File: config.mk
export PLATFORM = sky130hd
export DESIGN_NAME = uart_tx_arb
export DESIGN_NICKNAME = d
export VERILOG_FILES = /design/src/rtl/uart_tx_arb_pkg.sv /design/src/rtl/uart_tx_arb_rr.sv /design/src/rtl/uart_tx_arb.sv
export SDC_FILE = /design/constraint.sdc
export NUM_CORES = 1
export LEC_CHECK = 0
export ABC_AREA = 1
export ABC_CLOCK_PERIOD_IN_PS = 3130
export CAP_MARGIN = 0
export CORE_ASPECT_RATIO = 0.75
export CORE_MARGIN = 3
export CORE_UTILIZATION = 49
export CTS_BUF_LIST = sky130_fd_sc_hd__clkbuf_2
export DETAILED_ROUTE_END_ITERATION = 8
export GPL_TIMING_DRIVEN = 0
export PLACE_DENSITY = 0.9
export SLEW_MARGIN = 30
export SYNTH_ARGS = -nofsm -noshare
export SYNTH_HDL_FRONTEND = slang
export SYNTH_HIERARCHICAL = 1
export SYNTH_SLANG_ARGS = --single-unit
File: constraint.sdc
create_clock -name clk_i -period 3.13 [get_ports clk_i]
set_clock_uncertainty 0.05 [all_clocks]
set_input_delay 0.939 -clock clk_i [delete_from_list [all_inputs] [get_ports clk_i]]
set_output_delay 0.939 -clock clk_i [all_outputs]
set_load 0.02 [all_outputs]
File: src/rtl/uart_tx_arb_pkg.sv
// Shared constants for the uart_tx_arb slice: state encoding and default lock timeout.
package uart_tx_arb_pkg;

  localparam logic ST_IDLE = 1'b0;
  localparam logic ST_LOCK = 1'b1;

  typedef enum logic {
    IDLE = ST_IDLE,
    LOCK = ST_LOCK
  } state_e;

  localparam logic [15:0] TIMEOUT_DEFAULT = 16'd1024;

endpackage

File: src/rtl/uart_tx_arb_rr.sv
// Combinational round-robin picker: first valid requester strictly after ptr_i, wrapping.
module uart_tx_arb_rr #(
  parameter int NREQ = 4,
  parameter int PW   = (NREQ > 1) ? $clog2(NREQ) : 1
) (
  input  logic [NREQ-1:0] valid_i,
  input  logic [PW-1:0]   ptr_i,
  output logic [NREQ-1:0] winner_o,
  output logic            found_o
);

  logic [PW-1:0] idx;

  // Offset k=NREQ lands back on ptr_i itself, so the last owner wins only when alone.
  always_comb begin
    winner_o = '0;
    found_o  = 1'b0;
    idx      = '0;
    for (int k = 1; k <= NREQ; k++) begin
      idx = PW'((int'(ptr_i) + k) % NREQ);
      if (!found_o && valid_i[idx]) begin
        winner_o[idx] = 1'b1;
        found_o       = 1'b1;
      end
    end
  end

endmodule

File: src/rtl/uart_tx_arb.sv
// Packet-locking round-robin arbiter sharing one uart_tx between NREQ byte streams.
module uart_tx_arb
  import uart_tx_arb_pkg::*;
#(
  parameter int          NREQ    = 4,
  parameter logic [15:0] TIMEOUT = TIMEOUT_DEFAULT
) (
  input  logic              clk_i,
  input  logic              rst_i,
  input  logic              en_i,
  input  logic [NREQ-1:0]   req_valid_i,
  input  logic [8*NREQ-1:0] req_data_i,
  input  logic [NREQ-1:0]   req_last_i,
  output logic [NREQ-1:0]   req_ready_o,
  output logic [7:0]        tx_data_o,
  output logic              tx_valid_o,
  input  logic              tx_ready_i,
  output logic [NREQ-1:0]   grant_o,
  output logic              busy_o,
  output logic              timeout_o
);

  localparam int PW = (NREQ > 1) ? $clog2(NREQ) : 1;

  state_e          state_q, state_d;
  logic [NREQ-1:0] grant_q, grant_d;
  logic [PW-1:0]   ptr_q, ptr_d;
  logic [15:0]     cnt_q, cnt_d;
  logic            timeout_q, timeout_d;

  logic [NREQ-1:0] winner;
  logic            found;
  logic [PW-1:0]   g_idx;
  logic            valid_g, last_g, handshake;
  logic [7:0]      data_masked [NREQ];
  logic [7:0]      mux_data;

  uart_tx_arb_rr #(.NREQ(NREQ), .PW(PW)) u_rr (
    .valid_i  (req_valid_i),
    .ptr_i    (ptr_q),
    .winner_o (winner),
    .found_o  (found)
  );

  for (genvar gi = 0; gi < NREQ; gi++) begin : g_mux
    assign data_masked[gi] = grant_q[gi] ? req_data_i[8*gi +: 8] : 8'h00;
  end

  always_comb begin
    mux_data = 8'h00;
    g_idx    = '0;
    for (int k = 0; k < NREQ; k++) begin
      mux_data = mux_data | data_masked[k];
      if (grant_q[k]) g_idx = PW'(k);
    end
  end

  assign busy_o      = (state_q == LOCK);
  assign grant_o     = grant_q;
  assign timeout_o   = timeout_q;
  assign valid_g     = |(req_valid_i & grant_q);
  assign last_g      = |(req_last_i & grant_q);
  assign tx_valid_o  = busy_o & valid_g;
  assign tx_data_o   = busy_o ? mux_data : 8'h00;
  assign req_ready_o = grant_q & {NREQ{busy_o & tx_ready_i}};
  assign handshake   = tx_valid_o & tx_ready_i;

  always_comb begin
    state_d   = state_q;
    grant_d   = grant_q;
    ptr_d     = ptr_q;
    cnt_d     = cnt_q;
    timeout_d = 1'b0;
    case (state_q)
      IDLE: begin
        if (en_i && found) begin
          state_d = LOCK;
          grant_d = winner;
          cnt_d   = '0;
        end
      end
      LOCK: begin
        // en_i is deliberately ignored here: a started packet always runs to last or timeout.
        if (handshake) begin
          cnt_d = '0;
          if (last_g) begin
            state_d = IDLE;
            grant_d = '0;
            ptr_d   = g_idx;
          end
        end else if (!valid_g) begin
          if (cnt_q >= TIMEOUT - 16'd1) begin
            state_d   = IDLE;
            grant_d   = '0;
            ptr_d     = g_idx;
            cnt_d     = '0;
            timeout_d = 1'b1;
          end else if (cnt_q != 16'hFFFF) begin
            cnt_d = cnt_q + 16'd1;
          end
        end
      end
      default: state_d = IDLE;
    endcase
  end

  always_ff @(posedge clk_i or posedge rst_i) begin
    if (rst_i) begin
      state_q   <= IDLE;
      grant_q   <= '0;
      ptr_q     <= PW'(NREQ - 1);
      cnt_q     <= '0;
      timeout_q <= 1'b0;
    end else begin
      state_q   <= state_d;
      grant_q   <= grant_d;
      ptr_q     <= ptr_d;
      cnt_q     <= cnt_d;
      timeout_q <= timeout_d;
    end
  end

endmodule

After elaboration in Yosys (flattened, before gate mapping)
Index checks and enable logic that the tools add are counted.
Widths: inputs -> output; s select.
{"block": "totals", "input_bits": 44, "ff_bits": 24, "word_cells": 115}
{"block": "classes", "n_reduce_logical": 17, "eq_ne": 8, "bitwise_logic": 13, "n_addsub": 5, "muxes": 58, "order_cmp": 9}
{"operator": "$mux 16", "n": 5}
{"operator": "$mux 8", "n": 5}
{"operator": "$mux 4", "n": 9}
{"operator": "$pmux 16 s2", "n": 1}
{"operator": "$or 8x8->8", "n": 3}
{"operator": "$mux 1", "n": 22}
{"operator": "$add 16x1->16 const B", "n": 1}
{"operator": "$ge 16x10->1 const B", "n": 1}
{"operator": "$ne 16x16->1 const B", "n": 1}
{"operator": "$and 4x4->4", "n": 3}
{"operator": "$lt 2x3->1 const B", "n": 4}
{"operator": "$mux 2", "n": 6}
{"operator": "$or 4x4->4", "n": 3}
{"operator": "$bmux 1 s2", "n": 4}
{"operator": "$demux 1 s2", "n": 4}
{"operator": "$ge 2x1->1 const B", "n": 4}
{"operator": "$logic_and 1x1->1", "n": 8}
{"operator": "$pmux 4 s2", "n": 1}
{"operator": "$reduce_and 4->1", "n": 2}
{"operator": "$reduce_or 4->1", "n": 2}
{"operator": "$add 2x1->2 const B", "n": 2}
{"operator": "$add 2x2->2 const B", "n": 2}
{"operator": "$ne 2x2->1 const B", "n": 2}
{"operator": "$ne 4x1->1 const B", "n": 1}
{"operator": "other kinds (10)", "n": 14}

Depth between registers and ports, before layout
Gate-level depths: netlist of run 1.
{"block": "logic_depth", "depth_word": 16, "mapped_depth": 15}

Hierarchy
The synthesis of run 1 kept the hierarchy.
{"module": "uart_tx_arb", "n_inst": 1, "area_per_inst_um2": 1614.0, "cells_per_inst": 238}
{"module": "uart_tx_arb_rr", "n_inst": 1, "area_per_inst_um2": 451.7, "cells_per_inst": 80}

Least setup slack after synthesis of run 1
No wires, ideal clock.
{"block": "synth_path", "path_type": "input-to-output", "from": "input port req_valid_i[1]", "to": "output port tx_valid_o", "path_slack_ps": 703, "cell_stages": 4, "n_path_buf": 0, "arrival_ps": 1438, "path_cell_list": "nand2_1 -> nand2_1 -> nor2_1 -> nor2_1"}
{"block": "synth_between", "elab_chain_len": 3}
{"element": "start: declaration", "line_no": "uart_tx_arb.sv:11", "rtl": "input logic [NREQ-1:0] req_valid_i,"}
{"element": "$and 4x4->4", "line_no": "uart_tx_arb.sv:61", "rtl": "assign valid_g = |(req_valid_i & grant_q);"}
{"element": "$reduce_or 4->1", "line_no": "uart_tx_arb.sv:61"}
{"element": "$and 1x1->1", "line_no": "uart_tx_arb.sv:63", "rtl": "assign tx_valid_o = busy_o & valid_g;"}
{"element": "end: declaration", "line_no": "uart_tx_arb.sv:16", "rtl": "output logic tx_valid_o,"}
Every way passes these cells.

Worst setup path in the final report of run 1
{"block": "layout_path", "from": "input port tx_ready_i", "to": "output port req_ready_o[2]"}
{"block": "layout_between", "elab_chain_len": 2}
{"element": "start: declaration", "line_no": "uart_tx_arb.sv:17", "rtl": "input logic tx_ready_i,"}
{"element": "$and 1x1->1", "line_no": "uart_tx_arb.sv:65", "rtl": "assign req_ready_o = grant_q & {NREQ{busy_o & tx_ready_i}};"}
{"element": "$and 4x4->4", "line_no": "uart_tx_arb.sv:65"}
{"element": "end: declaration", "line_no": "uart_tx_arb.sv:14", "rtl": "output logic [NREQ-1:0] req_ready_o,"}
Every way passes these cells.

==> reports/metrics.yaml, run 1 <==
vias: 2212
swShare_pct: 21.4
combPwrFrac_pct: 14.4
avgRoutedWirePerCell_um: 12.5
row_count: 19
worstPathMaxFanout: 7
cts_setup_buffers: 0
crit_arrival_ns: 2.12
netlist_instances: 318
finalCriticalPeriod_ns: 3.11
synth.net_count: 371
max_stage_delay_ns: 0.50
relSlewSlack_pct: 67.0
maxSlewViolCount: 0
yosysSeqAreaShare_pct: 29.2
numPlacedInstances: 432
final_cell_mix: "nand2_1 (126), clkdlybuf4s50_1 (48), nor2_1 (35)"
final_cells: 436
maxCapViolCount: 0
yosysTopAreaCell: "dfrtp_1"
area_growth_pct: 34.6
path_clk_slew_ns: 0.22
drtIter0Drc: 152
io_pins: 63
clock-sinks: 24
initial_core_util_pct: 53.6
finalNetCount: 438
status: "finished, final reports clean"
grt_max_degree: 25
path_class: "in2out"
grt_pass1_wl_mm: 9.33
first_pass_iters: 4
final_common_cell: "nand2_1"
cts-root-buf: "clkbuf_2"
wl_mm: 5.46
cts_buffers: 3
path_cells: "clkdlybuf4s50_1 -> nand2_1 -> nor2_1 -> dlygate4sd2_1"
die_area_um2: 5040
port_buffers: 62
max_freq_mhz: 321
setup_slack_ns: 0.0170
power_per_cell_area_nw_per_um2: 217
critPathLaunchType: "primary input"
fp.dieW_um: 81.0
cp-endpoint: "req_ready_o[2]"
r2r_cells: 14
r2r_start: "ptr_q[0]$_DFFE_PP1P_"
core_um2: 3850
drtAntennaViolNets: 0
synthDominantCellAreaShare_pct: 26.7
htreeDepth: 1
setup_viol: 0
p_leak_uw: 0.00136
antenna_found_initial: 0
clkPwrFrac_pct: 34.1
synth.top_cells.by_area: "dfrtp_1 (27%), nand2_1 (23%), nand3_1 (6.8%), nor2_1 (6.5%), inv_1 (6.2%)"
rrSetupSlack_ns: 0.44
num_antenna_cells: 0
switchingPower_uw: 129
internal-power_uw: 475
critical_path.startpoint: "tx_ready_i"
r2r_end: "cnt_q[5]$_DFFE_PP0P_"
syn_area_per_cell_um2: 6.50
end_kind: "primary output"
crit_required_ns: 2.14
drc: 0
irDropWorstVdd_uv: 202
fin_crit_sh_pct: 99.5
routabilityCongestion: 0.884
num-fill-cells: 338
ys_warn_count: 6
post-place-ws_ns: -0.352
hold_class: "reg2reg"
grt_usage_pct: 22.8
finalHoldViolCount: 0
hpwlAfterDp_mm: 4.37
cts_tree: "yes"
vias_per_cell: 5.07
grt_pass1_vias: 2137
die_y_um: 62.2
overflow: 0
critPathSlowestCell: "clkdlybuf4s50_1"
cts_buffer_depth: 2
power.share.sequential_pct: 51.5
synth_area_um2: 2070
whs_ns: 0.491
yosys_register_bits: 24
worst_slew_pin_slew_ns: 0.494
drive_gt1_share_pct: 10.4
clock_latency_ns: 0.35
synth.distinct_cells: 27
rsz0062_at_grt: "no"
## state kept, by name (all words and copies together), names as in the netlist
signal / flops
cnt_q: 16
busy_o: 1
ptr_q: 2
grant_o: 4
timeout_o: 1
## metrics by stage
step	TNS (ns)	area (um2)	utilization, %	total power (uW)
after floorplan	0	2070	-	341
after global placement	-2.35	2750	71.4	402
after detailed placement	-2.56	2750	71.4	403
after CTS	0	2780	72.3	609
after global routing	0	2780	72.2	635
final	0	2780	72.2	604
## logic make-up after synthesis
group                    share of synthesized area, %
flip-flops                                       29.2
XOR/XNOR                                         2.97
AND/OR/NAND/NOR                                  47.4
AO/OA/AOI/OAI                                    5.94
adder cells (fa/ha/maj)                          5.45
buffers and inverters                            9.09
## synth_stat cells
library cell	number
o21ai_0	3
nor3_1	4
nand3_2	2
a21boi_0	1
nand3_1	28
dfrtp_1	22
buf_4	1
o21ai_2	2
buf_2	6
xor2_1	5
nand4_1	5
nor2_4	3
nand2_1	126
nand2_4	2
nand3_4	3
inv_1	34
nor2_1	36
a21oi_1	1
dfstp_2	2
ha_1	9
nor2_2	1
nand2_2	7
a41oi_1	8
xnor2_1	2
buf_6	1
o21a_1	1
inv_2	3
## worst min-delay path by stage
stage	start	end	slack (ns)	cells after the start
after global routing	cnt_q[12]$_DFFE_PP0P_	cnt_q[12]$_DFFE_PP0P_	0.51	2
after global placement	cnt_q[1]$_DFFE_PP0P_	cnt_q[1]$_DFFE_PP0P_	0.44	2
final	cnt_q[13]$_DFFE_PP0P_	cnt_q[13]$_DFFE_PP0P_	0.49	2
after floorplan	cnt_q[3]$_DFFE_PP0P_	cnt_q[3]$_DFFE_PP0P_	0.42	2
after detailed placement	cnt_q[12]$_DFFE_PP0P_	cnt_q[12]$_DFFE_PP0P_	0.46	2
after CTS	cnt_q[12]$_DFFE_PP0P_	cnt_q[12]$_DFFE_PP0P_	0.49	2
## layer usage
layer | GRT usage [%] | routed length (um) | vias to the layer above
met3 | 5.35 | 338 | 4
li1 | - | - | 1132
met1 | 31.0 | 2400 | 1011
met2 | 37.4 | 2690 | 65
met5 | 0 | 0 | -
met4 | 3.59 | 37 | 0
## timing repair
item,CTS,global route
resized for setup,15,3
setup endpoints to repair,13,1
hold buffers,0,0
## power by group through the flow
stage               registers, uW  logic (uW)  clock network (uW)
finish                        311        87.1                 206
global route                  311        94.8                 229
CTS                           311        87.7                 210
detailed placement            316        87.5                   0
global placement              316        85.6                   0
floorplan                     316        25.1                   0
## area by class of cell
class / count / area [um2] / share of cell area (%)
repair buffers: 62 / 603 / 21.7
flip-flops and latches: 24 / 603 / 21.7
well taps: 52 / 65.1 / 2.34
clock buffers: 3 / 15.0 / 0.540
inverters: 37 / 139 / 4.99
clock inverters: 1 / 30.0 / 1.08
multi-input cells: 249 / 1280 / 45.9
plain buffers: 8 / 48.8 / 1.75
## worst max-delay path: cells and delay by family
family	cells	cell delay (ns)
buffers and inverters	2	0.86
AND/OR/NAND/NOR	2	0.32
No activity file was read; power rests on OpenSTA's default activity.
==> run 2: changes to the inputs <==
TNS_END_PERCENT = 10   (was default)
==> results of run 2 <==
The final DEF is identical to that of run 1; final timing and power are the same.
